File: config.mk
export PLATFORM = sky130hd
export DESIGN_NAME = uc_rr_sched
export DESIGN_NICKNAME = d
export VERILOG_FILES = /design/src/rtl/uc_rr_sched.sv
export SDC_FILE = /design/constraint.sdc
export NUM_CORES = 1
export LEC_CHECK = 0
export CORE_UTILIZATION = 34
export DETAILED_ROUTE_END_ITERATION = 7
export PLACE_DENSITY = 0.84
export SLEW_MARGIN = 20
export SYNTH_ARGS = -nofsm -noshare
export SYNTH_HDL_FRONTEND = slang
export SYNTH_SLANG_ARGS = --single-unit
export TNS_END_PERCENT = 50
File: constraint.sdc
create_clock -name clk -period 2.2 [get_ports clk]
set_clock_uncertainty 0.1 [all_clocks]
set_input_delay 0.44 -clock clk [delete_from_list [all_inputs] [get_ports clk]]
set_output_delay 0.44 -clock clk [all_outputs]
set_load 0.02 [all_outputs]
File: src/rtl/uc_rr_sched.sv
// Round-robin scheduler feeding one unit-clause arbiter port from NUM_ENGINE BCP engines.
// Optional duplicate-literal filter enabled by defining UC_SCHED_DEDUP_EN.
module uc_rr_sched #(
  parameter  int NUM_ENGINE = 4,
  parameter  int LIT_W      = 10,
  localparam int SRC_W      = $clog2(NUM_ENGINE)
) (
  input  logic                                clk,
  input  logic                                rst,
  input  logic [NUM_ENGINE-1:0]               eng_req,
  input  logic [NUM_ENGINE-1:0][LIT_W-1:0]    eng_lit,
  output logic [NUM_ENGINE-1:0]               eng_gnt,
  output logic                                out_valid,
  output logic [LIT_W-1:0]                    out_lit,
  output logic [SRC_W-1:0]                    out_src,
  input  logic                                out_ready,
  input  logic                                conflict_in,
  input  logic                                flush,
  output logic                                busy,
  output logic                                halted
);

  typedef enum logic [1:0] {IDLE, HOLD, HALT} state_t;

  state_t           state, state_next;
  logic [SRC_W-1:0] ptr, ptr_next;
  logic [SRC_W-1:0] winner;
  logic [LIT_W-1:0] winner_lit;
  logic             found;
  logic             slot_free;
  logic             dup;
  logic             load;
  logic             clear;
  logic             flush_act;
  int               idx;

  // First requester at or after ptr, wrapping modulo NUM_ENGINE.
  always_comb begin
    // NOTE: every variable gets a default before any branch so no latch is inferred.
    winner = '0;
    found  = 1'b0;
    idx    = 0;
    for (int i = 0; i < NUM_ENGINE; i++) begin
      idx = int'(ptr) + i;
      if (idx >= NUM_ENGINE) idx = idx - NUM_ENGINE;
      if (!found && eng_req[idx]) begin
        found  = 1'b1;
        winner = SRC_W'(idx);
      end
    end
  end

  assign winner_lit = eng_lit[winner];
  assign slot_free  = !out_valid || out_ready;

`ifdef UC_SCHED_DEDUP_EN
  logic [LIT_W-1:0] last_lit;
  logic             last_vld;

  assign dup = last_vld && (winner_lit == last_lit);

  always_ff @(posedge clk or negedge rst) begin
    if (!rst) begin
      last_lit <= '0;
      last_vld <= 1'b0;
    end else if (flush_act) begin
      last_vld <= 1'b0;
    end else if (load) begin
      last_lit <= winner_lit;
      last_vld <= 1'b1;
    end
  end
`else
  assign dup = 1'b0;
`endif

  // Next-state and grant logic; conflict beats flush beats grant.
  always_comb begin
    state_next = state;
    ptr_next   = ptr;
    eng_gnt    = '0;
    load       = 1'b0;
    clear      = 1'b0;
    flush_act  = 1'b0;
    if (conflict_in) begin
      state_next = HALT;
      clear      = 1'b1;
    end else if (flush) begin
      state_next = IDLE;
      clear      = 1'b1;
      flush_act  = 1'b1;
      ptr_next   = '0;
    end else if (state != HALT && slot_free) begin
      if (found && rst) begin
        eng_gnt[winner] = 1'b1;
        ptr_next = (winner == SRC_W'(NUM_ENGINE - 1)) ? '0 : winner + 1'b1;
        if (dup) begin
          clear      = 1'b1;
          state_next = IDLE;
        end else begin
          load       = 1'b1;
          state_next = HOLD;
        end
      end else begin
        clear      = 1'b1;
        state_next = IDLE;
      end
    end
  end

  always_ff @(posedge clk or negedge rst) begin
    if (!rst) begin
      state <= IDLE;
      ptr   <= '0;
    end else begin
      // NOTE: sequential state uses non-blocking assignments so all registers update together.
      state <= state_next;
      ptr   <= ptr_next;
    end
  end

  always_ff @(posedge clk or negedge rst) begin
    if (!rst) begin
      out_valid <= 1'b0;
      out_lit   <= '0;
      out_src   <= '0;
    end else if (clear) begin
      out_valid <= 1'b0;
    end else if (load) begin
      out_valid <= 1'b1;
      out_lit   <= winner_lit;
      out_src   <= winner;
    end
  end

  assign busy   = out_valid | (|eng_req);
  assign halted = (state == HALT);

endmodule

# Word-level counts from Yosys, hierarchy flattened
# Index checks and enable logic that the tools add are counted.
dict set report totals {
  ff_bits 17
  wordCells 97
}
dict set report classes {
  add_sub_neg 8
  n_lt_le_gt_ge 10
  eq_ne 3
  mux 50
  n_bitwise 3
  n_reduce_logical 18
}
# operator n
set op_table {}
lappend op_table {{less-than comparator 32 x 4 -> 1 bit, second input constant} 4}
lappend op_table {{2-to-1 mux 32 bit} 4}
lappend op_table {{2-to-1 mux 1 bit} 24}
lappend op_table {{2-to-1 mux 2 bit} 11}
lappend op_table {{binary-select mux 10 bit (select 2 bit)} 1}
lappend op_table {{2-to-1 mux 4 bit} 4}
lappend op_table {{subtractor 3 x 3 -> 4 bit, second input constant} 3}
lappend op_table {{2-to-1 mux 10 bit} 1}
lappend op_table {{greater-or-equal comparator 3 bit, second input constant} 3}
lappend op_table {{binary-select mux 1 bit (select 2 bit)} 4}
lappend op_table {{adder 2 x 2 -> 3 bit, second input constant} 2}
lappend op_table {{logical AND 1 bit} 6}
lappend op_table {{nonzero test 2 bit} 3}
lappend op_table {{== test 2 bit, second input constant} 2}
lappend op_table {{zero test 1 bit} 4}
lappend op_table {{OR reduction 4 bit} 1}
lappend op_table {{subtractor 2 x 3 -> 4 bit, second input constant} 1}
lappend op_table {{adder 2 x 1 -> 3 bit, second input constant} 1}
lappend op_table {{greater-or-equal comparator 2 x 3 -> 1 bit, second input constant} 1}
lappend op_table {{less-than comparator 2 x 3 -> 1 bit, second input constant} 1}
lappend op_table {{AND reduction 3 bit} 1}
lappend op_table {{nonzero test 3 bit} 1}
lappend op_table {{adder 2 x 1 -> 2 bit, second input constant} 1}
lappend op_table {{demux 1 bit (select 2 bit)} 1}
lappend op_table {{other kinds (6)} 7}

# Logic depth before layout (Yosys ltp)
# Gate-level depths: netlist (run 1).
dict set report depth {
  word_depth 23
  mapped_depth 7
  mapped_depth_nobuf 5
}

# Worst setup path after synthesis (run 1)
# No wires, ideal clock.
dict set report synth_timing {
  path_type {reg-to-output}
  startpoint {reg out_valid}
  endpoint {out eng_gnt[1]}
  arrival_time_ns 1.787
  required_time_ns 1.660
  slack_ns -0.127
  path_stages_with_launch 7
  path_buffers 2
  path_cell_list {dfrtp_1 -> nand2b_1 -> nand4_2 -> or3_1 -> buf_4 -> buf_2 -> nor3_1}
}
dict set report synth_via {
  elab_chain_cells 6
}
# item line
set synth_lines {}
lappend synth_lines {{start: declaration} 13} ;# output logic out_valid,
lappend synth_lines {{start signal: assignment} 124} ;# out_valid <= 1'b0;
lappend synth_lines {{start signal: assignment} 128} ;# out_valid <= 1'b0;
lappend synth_lines {{start signal: assignment} 130} ;# out_valid <= 1'b1;
lappend synth_lines {{zero test 1 bit} 54} ;# assign slot_free = !out_valid || out_ready;
lappend synth_lines {{logical OR 1 bit} 54}
lappend synth_lines {{logical AND 1 bit} 93} ;# end else if (state != HALT && slot_free) begin
lappend synth_lines {{2-to-1 mux 4 bit} 93}
lappend synth_lines {{2-to-1 mux 4 bit} 88} ;# end else if (flush) begin
lappend synth_lines {{2-to-1 mux 4 bit} 85} ;# if (conflict_in) begin
lappend synth_lines {{end: declaration} 12} ;# output logic [NUM_ENGINE-1:0] eng_gnt,
# No other way between the ends.

# Worst setup path after layout (run 1)
dict set report layout_timing {
  startpoint {reg ptr[1]}
  endpoint {out eng_gnt[0]}
}
dict set report layout_via {
  elab_chain_cells 23
  elab_cells_between_ends 51
  cone_classes {7 x add/sub; 6 x order compare; 30 x mux; 8 x reduce/logical}
}
# item line
set layout_lines {}
lappend layout_lines {{start: declaration} 26} ;# logic [SRC_W-1:0] ptr, ptr_next;
lappend layout_lines {{start signal: assignment} 118} ;# ptr <= ptr_next;
lappend layout_lines {{branches (longest 19 deep; another with subtractor 3 x 3 -> 4 bit)} -}
lappend layout_lines {{2-to-1 mux 4 bit (*)} 94} ;# if (found && rst) begin
lappend layout_lines {{2-to-1 mux 4 bit (*)} 93}
lappend layout_lines {{2-to-1 mux 4 bit (*)} 88}
lappend layout_lines {{2-to-1 mux 4 bit (*)} 85}
# Every way passes the cells marked *. The select of a mux whose other input is x is not followed.

==> flow_summary.ini, run 1 <==
[placed_design]
dpl.hpwl_um = 2640
io_buffers = 67
gp_congestion = 0.753
dp.cells = 228
post-place-ws_ns = -0.930

[global_route]
grt_overflow = 0
grt.busiest_layer = met2
met3_usage_pct = 4.55
grt_pass1_wl_um = 5420
track_usage_pct = 20.6
antenna_found_initial = 0
gr-usage-met1_pct = 21.7
grt_pass1_vias = 1294
grt_use_met2_pct = 38.3
grt_max_degree = 18

[sta]
fin_crit_sh_pct = 102
max_freq_mhz = 444
rsz0062_at_grt = yes
relSlewSlack_pct = 83.3
setup_viol = 4
hold_violations = 0
whs_ns = 0.189
drv_slew = 0
fin_crit_ns = 2.25
setup_ws_ns = -0.0537
worst_pin_slew_ns = 0.250

[synthesis]
ys_seq_elements = 17
synth_edf_count = 0
ys_seq_area_share_pct = 37.4
synth_area_um2 = 1140
synthArstFlopShare_pct = 100
synth_nets = 157
synth_commonest_cells = dfrtp_1, and2_1, mux2_2
avgSynthCellArea_um2 = 10.6
synth_most_common_cell = dfrtp_1
synth_ff_type = dfrtp_1
synthCells = 107
ys_top_cells_by_area = dfrtp_1, mux2_2, a221o_1
yosysTopAreaCell = dfrtp_1
synth_cell_type_count = 30
yosysWarnings = 0
yosys.area.top_type_share_pct = 37.4

[layout]
nets = 246
num_antenna_cells = 0
post-route-util_pct = 67.1
layout-drive-gt1-share_pct = 34.9
instances_no_fill = 239
syn_to_final_growth_pct = 83.2

[route]
wl_per_cell_um = 14.5
viasPerCell = 4.86
num_vias = 1162
first_pass_iters = 3
drc_errors = 0
antenna_left = 0
routed_wl_um = 3470
drt_iter0_drc = 27

[floorplan]
die_w_um = 59.8
start_util_pct = 36.7
num_io_pins = 68
rows = 20
design.die.area_um2 = 3580
dieHeight_um = 59.8
coreArea_um2 = 3100

[status]
failed_checks = setup timing
outcome = complete, but fails checks

[clock_tree]
htreeDepth = 1
root_buffer = clkbuf_4
path_clk_slew_ns = 0.10
cts_tree = done
cts_hold_buffers = 0
clk_latency_ns = 0.29
clock_sinks = 17
cts_inserted_buffers = 3
max-clock-path-buffers = 2

[power_and_ir_drop]
power.density_nw_per_um2 = 568
ir_drop_uv = 459
total_leakage_power_nw = 0.901

[critical_path]
rrSetupSlack_ns = 0.15
worstPathArrival_ns = 1.71
cp.required_ns = 1.66
startpoint = ptr[1]
reg2reg_from = ptr[1]
rr_worst_depth = 6
crit_path_end_kind = primary output
critPathKind = reg2out
crit_fanout = 4
crit_path_start_kind = register

[min_path]
hold_path_class = in2async

[run]
max_cap_viol_count = 0
cells in the final DEF, fill, tap and decap left out, types with 3 or more instances in the layout:
master	Yosys	layout
a21oi_1	4	3
mux2_2	13	13
clkdlybuf4s50_1	0	55
and2_1	13	11
nand2_1	9	8
a221o_1	10	10
buf_4	1	24
dlygate4sd2_1	0	3
dfrtp_1	17	16
buf_6	3	5
clkbuf_4	0	3
mux2_1	8	7
inv_1	5	5
cell families (layout without fill, tap and decap cells):
| group | after synthesis | in the layout | synth area share, % |
|---|---|---|---|
| DFF | 17 | 17 | 37.4 |
| buffers and inverters | 12 | 100 | 6.60 |
| adders and majority gates | 1 | 1 | 1.10 |
| AOI/OAI and AO/OA | 22 | 22 | 17.2 |
| muxes | 21 | 21 | 20.8 |
| and+or+nand+nor | 34 | 34 | 16.9 |
registers in the layout (all words and copies together) (netlist names):
register / flops
out_lit: 10
out_src: 2
out_valid: 1
ptr: 2
state: 2
worst paths after layout:
kind	endpoint
max	eng_gnt[0]
min	out_src[1]
max reg2reg	out_lit[4]
min reg2reg	out_src[0]
max in group asynchronous	ptr[1]
min in group clk	out_src[0]
layout make-up:
type                    instances  area [um^2]
clock inverters                 1         5.00
clock buffers                   3         22.5
flip-flops and latches         17          427
repair buffers                 91          850
multi-input cells              78          706
well taps                      44         55.1
inverters                       5         18.8
fillers                       267         1020
power breakdown:
| part | leakage (nW) | internal (mW) | switching, mW |
|---|---|---|---|
| Sequential | 0.217 | 0.383 | 0.0375 |
| Clock | 0.0177 | 0.0674 | 0.0941 |
| Combinational | 0.665 | 0.352 | 0.250 |
| Total | 0.901 | 0.802 | 0.381 |
through the flow:
stage	TNS (ns)	power, mW	instance area, um^2
2_1_floorplan	-0.0960	0.710	1140
3_3_place_gp	-8.25	0.981	1940
3_5_place_dp	-9.84	0.999	1940
4_1_cts	-0.292	1.18	2060
5_1_grt	-0.493	1.26	2080
6_report	-0.205	1.18	2080
critical path, cell delays in order (launching register included):
cell	delay (ns)
dfrtp_2	0.45
mux2_4	0.32
nand2_4	0.08
o221ai_4	0.12
and2_4	0.17
and2b_1	0.16
buf_6	0.13
metal layers:
layer / vias up / wire length, um
li1: 565 / -
met5: - / 0
met4: 0 / 45
met3: 4 / 259
met2: 49 / 1780
met1: 544 / 1380
what timing repair did:
item	in CTS	in global routing
endpoints found under the setup margin	15	6
pin swaps	5	2
gates cloned	0	0
setup buffers	6	1
resized for setup	56	9
Power figures use the tool's default switching activity.
==> run 2: changes to the inputs <==
- CORE_UTILIZATION: 34 -> 35
- CTS_BUF_LIST: unset -> sky130_fd_sc_hd__clkbuf_4
- PLACE_DENSITY: 0.84 -> 0.86
==> flow_summary.ini, run 2 (same netlist as run 1, synthesis figures left out) <==
[global_route]
track_usage_pct = 21.3
grt_pass1_vias = 1355
grt_overflow = 0
antenna_found_initial = 0
grt_max_degree = 18
grt_pass1_wl_um = 5550

[layout]
syn_to_final_growth_pct = 85.8
largest_reg_flops = 10
regMostFlops = out_lit
layout-drive-gt1-share_pct = 36.4
design_area_um2 = 2110
mostFrequentLayoutCell = clkdlybuf4s50_1
layout_common_cells = clkdlybuf4s50_1, buf_4, dfrtp_1, mux2_2
nets = 246
instances_no_fill = 239
num_antenna_cells = 0

[clock_tree]
path_clk_slew_ns = 0.11
max-clock-path-buffers = 2
clk_latency_ns = 0.29
root_buffer = clkbuf_4
cts_inserted_buffers = 3
htreeDepth = 1
cts_tree = done
clock_sinks = 17

[sta]
fin_crit_sh_pct = 105
tns_ns = -0.283
setup_viol = 4
fin_crit_ns = 2.30
hold_violations = 0
drv_slew = 0
worst_pin_slew_ns = 0.293
relSlewSlack_pct = 80.5
rsz0062_at_grt = yes
max_freq_mhz = 435
setup_ws_ns = -0.101

[critical_path]
rrSetupSlack_ns = 0.01
crit_chain = buf_6 -> a21oi_4 -> o21ai_2 -> o2bb2a_4 -> ha_4 -> and2_4 -> buf_6
critPathBufInv = 2
worstPathArrival_ns = 1.76
crit_family = compound AO/OA/AOI/OAI gates
cpPeakStageDelay_ns = 0.47
crit_fanout = 6
critPathKind = reg2out
crit_path_start_kind = register
crit_path_end_kind = primary output
cpMostUsedCell = buf_6
slowest_stage = dfrtp_2
cp.required_ns = 1.66

[route]
drt_iter0_drc = 20
wl_per_cell_um = 15.3
routed_wl_um = 3650
viasPerCell = 4.98
drc_errors = 0
antenna_left = 0
num_vias = 1190
first_pass_iters = 5

[power_and_ir_drop]
total_leakage_power_nw = 0.913
power.density_nw_per_um2 = 570
ir_drop_uv = 494
p_total_mw = 1.21

[placed_design]
dpl_cell_area_um2 = 1950
gp_congestion = 0.747
io_buffers = 67
dp.cells = 229
post-place-ws_ns = -0.937
dpl.hpwl_um = 2640

[floorplan]
coreArea_um2 = 3080
die_w_um = 59.0
design.die.area_um2 = 3480
dieHeight_um = 59.0
num_io_pins = 68
start_util_pct = 37.0
rows = 20

[status]
failed_checks = setup timing
outcome = complete, but fails checks

[min_path]
hold_path_class = in2async

[run]
max_cap_viol_count = 0
==> run 2: cell type report <==
cell class	count	area (um^2)
Fill cell	234	965
Clock buffer	3	22.5
Timing Repair Buffer	91	848
Multi-Input combinational cell	78	737
Sequential cell	17	427
Tap cell	44	55.1
Inverter	5	18.8
Clock inverter	1	5.00
==> run 2: routing by layer <==
layer	GRT usage (%)	vias up	wire [um]	share of wire, %
li1	-	567	-	-
met1	20.6	567	1380	38
met2	43.5	52	1970	54
met3	5.02	4	260	7.1
met4	6.46	0	43	1.2
met5	0	-	0	0
==> run 2: repair_timing <==
| item | 4_1_cts | 5_1_grt |
|---|---|---|
| endpoints found under the setup margin | 15 | 15 |
| pin swaps | 6 | 7 |
| setup buffers | 5 | 1 |
| hold buffers | 0 | 0 |
| gates resized for setup | 58 | 12 |
==> run 2: stage by stage <==
stage / util [%] / hold slack (ns)
floorplan: - / 0.0444
global placement: 63.3 / 0.367
detailed placement: 63.3 / 0.366
CTS: 67.0 / 0.214
global route: 68.7 / 0.202
finish: 68.7 / 0.207
==> run 2: final timing paths <==
path	startpoint	cells after the start	end
worst max-delay path	ptr[1]	7	eng_gnt[2]
worst min-delay path	rst	2	out_lit[3]
worst max register to register	ptr[1]	7	out_lit[4]
worst min register to register	out_src[0]	1	out_src[0]
max in group asynchronous	rst	2	ptr[1]
min in group clk	out_src[0]	1	out_src[0]
==> run 2: power breakdown <==
group | leakage (nW) | internal (mW) | switching (mW)
Combinational | 0.678 | 0.355 | 0.259
Clock | 0.0177 | 0.0675 | 0.102
Sequential | 0.217 | 0.383 | 0.0380
==> run 2: worst register-to-register path: stages, from the launching register on <==
cell and delay, ns:
dfrtp_2 0.47, buf_6 0.14, a21oi_4 0.15, o21ai_2 0.08
o2bb2a_4 0.26, buf_6 0.18, mux2_1 0.35, a221o_1 0.36
==> run 3: changes to the inputs <==
- REMOVE_ABC_BUFFERS: unset -> 1
==> flow_summary.ini, run 3 (same netlist as run 1, synthesis figures left out) <==
[power_and_ir_drop]
power_switching_share_pct = 32.9
seqPwrFrac_pct = 35.6
total_leakage_power_nw = 0.917
intPower_mw = 0.802
switchingPower_mw = 0.392
power.density_nw_per_um2 = 565
p_total_mw = 1.19
ir_drop_uv = 494
clock_power_share_pct = 14.3
p_comb_share_pct = 50.2

[layout]
nets = 250
syn_to_final_growth_pct = 85.7
largest_reg_flops = 10
fill_cells = 238
layout-drive-gt1-share_pct = 37.2
mostFrequentLayoutCell = clkdlybuf4s50_1
layout_common_cells = clkdlybuf4s50_1, buf_4, dfrtp_1, mux2_2
post-route-util_pct = 68.6
multi_input_area_um2 = 719
num_antenna_cells = 0
regArea_um2 = 427
regMostFlops = out_lit

[global_route]
grt_pass1_wl_um = 5410
grt_pass1_vias = 1236
grt_overflow = 0
track_usage_pct = 21.0
grt_max_degree = 18
antenna_found_initial = 0

[floorplan]
dieHeight_um = 59.0
die_w_um = 59.0
rows = 20
start_util_pct = 37.0
num_io_pins = 68
coreArea_um2 = 3080
design.die.area_um2 = 3480

[placed_design]
io_buffers = 67
gp_congestion = 0.742
dpl.hpwl_um = 2680
post-place-ws_ns = -0.917

[clock_tree]
clk_latency_ns = 0.29
htreeDepth = 1
cts_tree = done
max-clock-path-buffers = 2
cts_hold_buffers = 0
cts_inserted_buffers = 3
root_buffer = clkbuf_4
clock_sinks = 17
path_clk_slew_ns = 0.10

[sta]
fin_crit_sh_pct = 104
fin_crit_ns = 2.29
worst_pin_slew_ns = 0.278
setup_viol = 4
drv_slew = 0
setup_ws_ns = -0.0868
tns_ns = -0.275
hold_violations = 0
rsz0062_at_grt = yes
relSlewSlack_pct = 81.5
max_freq_mhz = 437

[critical_path]
critPathKind = in2out
worstPathArrival_ns = 1.75
cp.required_ns = 1.66
rrSetupSlack_ns = 0.10
rr_worst_depth = 8
crit_path_start_kind = input port
reg2reg_from = ptr[1]
reg2reg_to = out_lit[0]
crit_fanout = 5
crit_path_end_kind = primary output

[route]
first_pass_iters = 4
num_vias = 1184
antenna_left = 0
drc_errors = 0
drt_iter0_drc = 25
viasPerCell = 4.87
routed_wl_um = 3620
wl_per_cell_um = 14.9

[status]
outcome = complete, but fails checks
failed_checks = setup timing

[min_path]
hold_path_class = in2async

[run]
max_cap_viol_count = 0
[run 3: per-layer routing]
layer / track usage (%) / vias to the layer above / part of all wire [%]
li1: - / 575 / -
met1: 21.8 / 561 / 39
met2: 39.8 / 40 / 53
met3: 5.90 / 8 / 5.5
met4: 7.82 / 0 / 2.3
met5: 0 / - / 0
[run 3: layout make-up]
type                            count  area share (%)
Inverter                            5           0.889
Sequential cell                    17            20.2
Clock buffer                        3            1.07
Clock inverter                      1           0.237
Timing Repair Buffer               95            40.9
Tap cell                           44            2.61
Multi-Input combinational cell     78            34.1
[run 3: worst max path at each step]
stage / from / endpoint / slack, ns
2_1_floorplan: out_valid / eng_gnt[3] / -0.13
3_3_place_gp: eng_req[0] / eng_gnt[3] / -0.87
3_5_place_dp: eng_req[0] / eng_gnt[1] / -0.92
4_1_cts: state[1] / eng_gnt[3] / -0.10
5_1_grt: state[1] / eng_gnt[3] / -0.14
6_report: eng_req[0] / eng_gnt[0] / -0.09
[run 3: worst max-delay path, stage by stage]
cell	delay, ns
buf_6	0.10
or4_4	0.56
nand4_4	0.14
nor3_2	0.06
and2_4	0.15
and2b_1	0.16
buf_6	0.13
[run 3: per-stage QoR]
stage	hold slack (ns)	cell area [um^2]	instances
after floorplan	0.0444	1080	100
after global placement	0.370	1960	231
after detailed placement	0.371	1960	231
after CTS	0.213	2060	238
after global routing	0.249	2110	243
final	0.242	2110	243
[run 3: what timing repair did]
action | in CTS | in global routing
gates resized for setup | 57 | 7
endpoints found under the hold margin | 0 | 0
setup endpoints to repair | 15 | 12
pin swaps | 8 | 4
setup buffers | 3 | 5
[run 3: power groups by stage]
stage	sequential, mW	combinational [mW]	clock, mW
finish	0.425	0.599	0.171
global placement	0.424	0.561	0
CTS	0.423	0.593	0.176
detailed placement	0.427	0.576	0
floorplan	0.505	0.190	0
global route	0.432	0.638	0.190
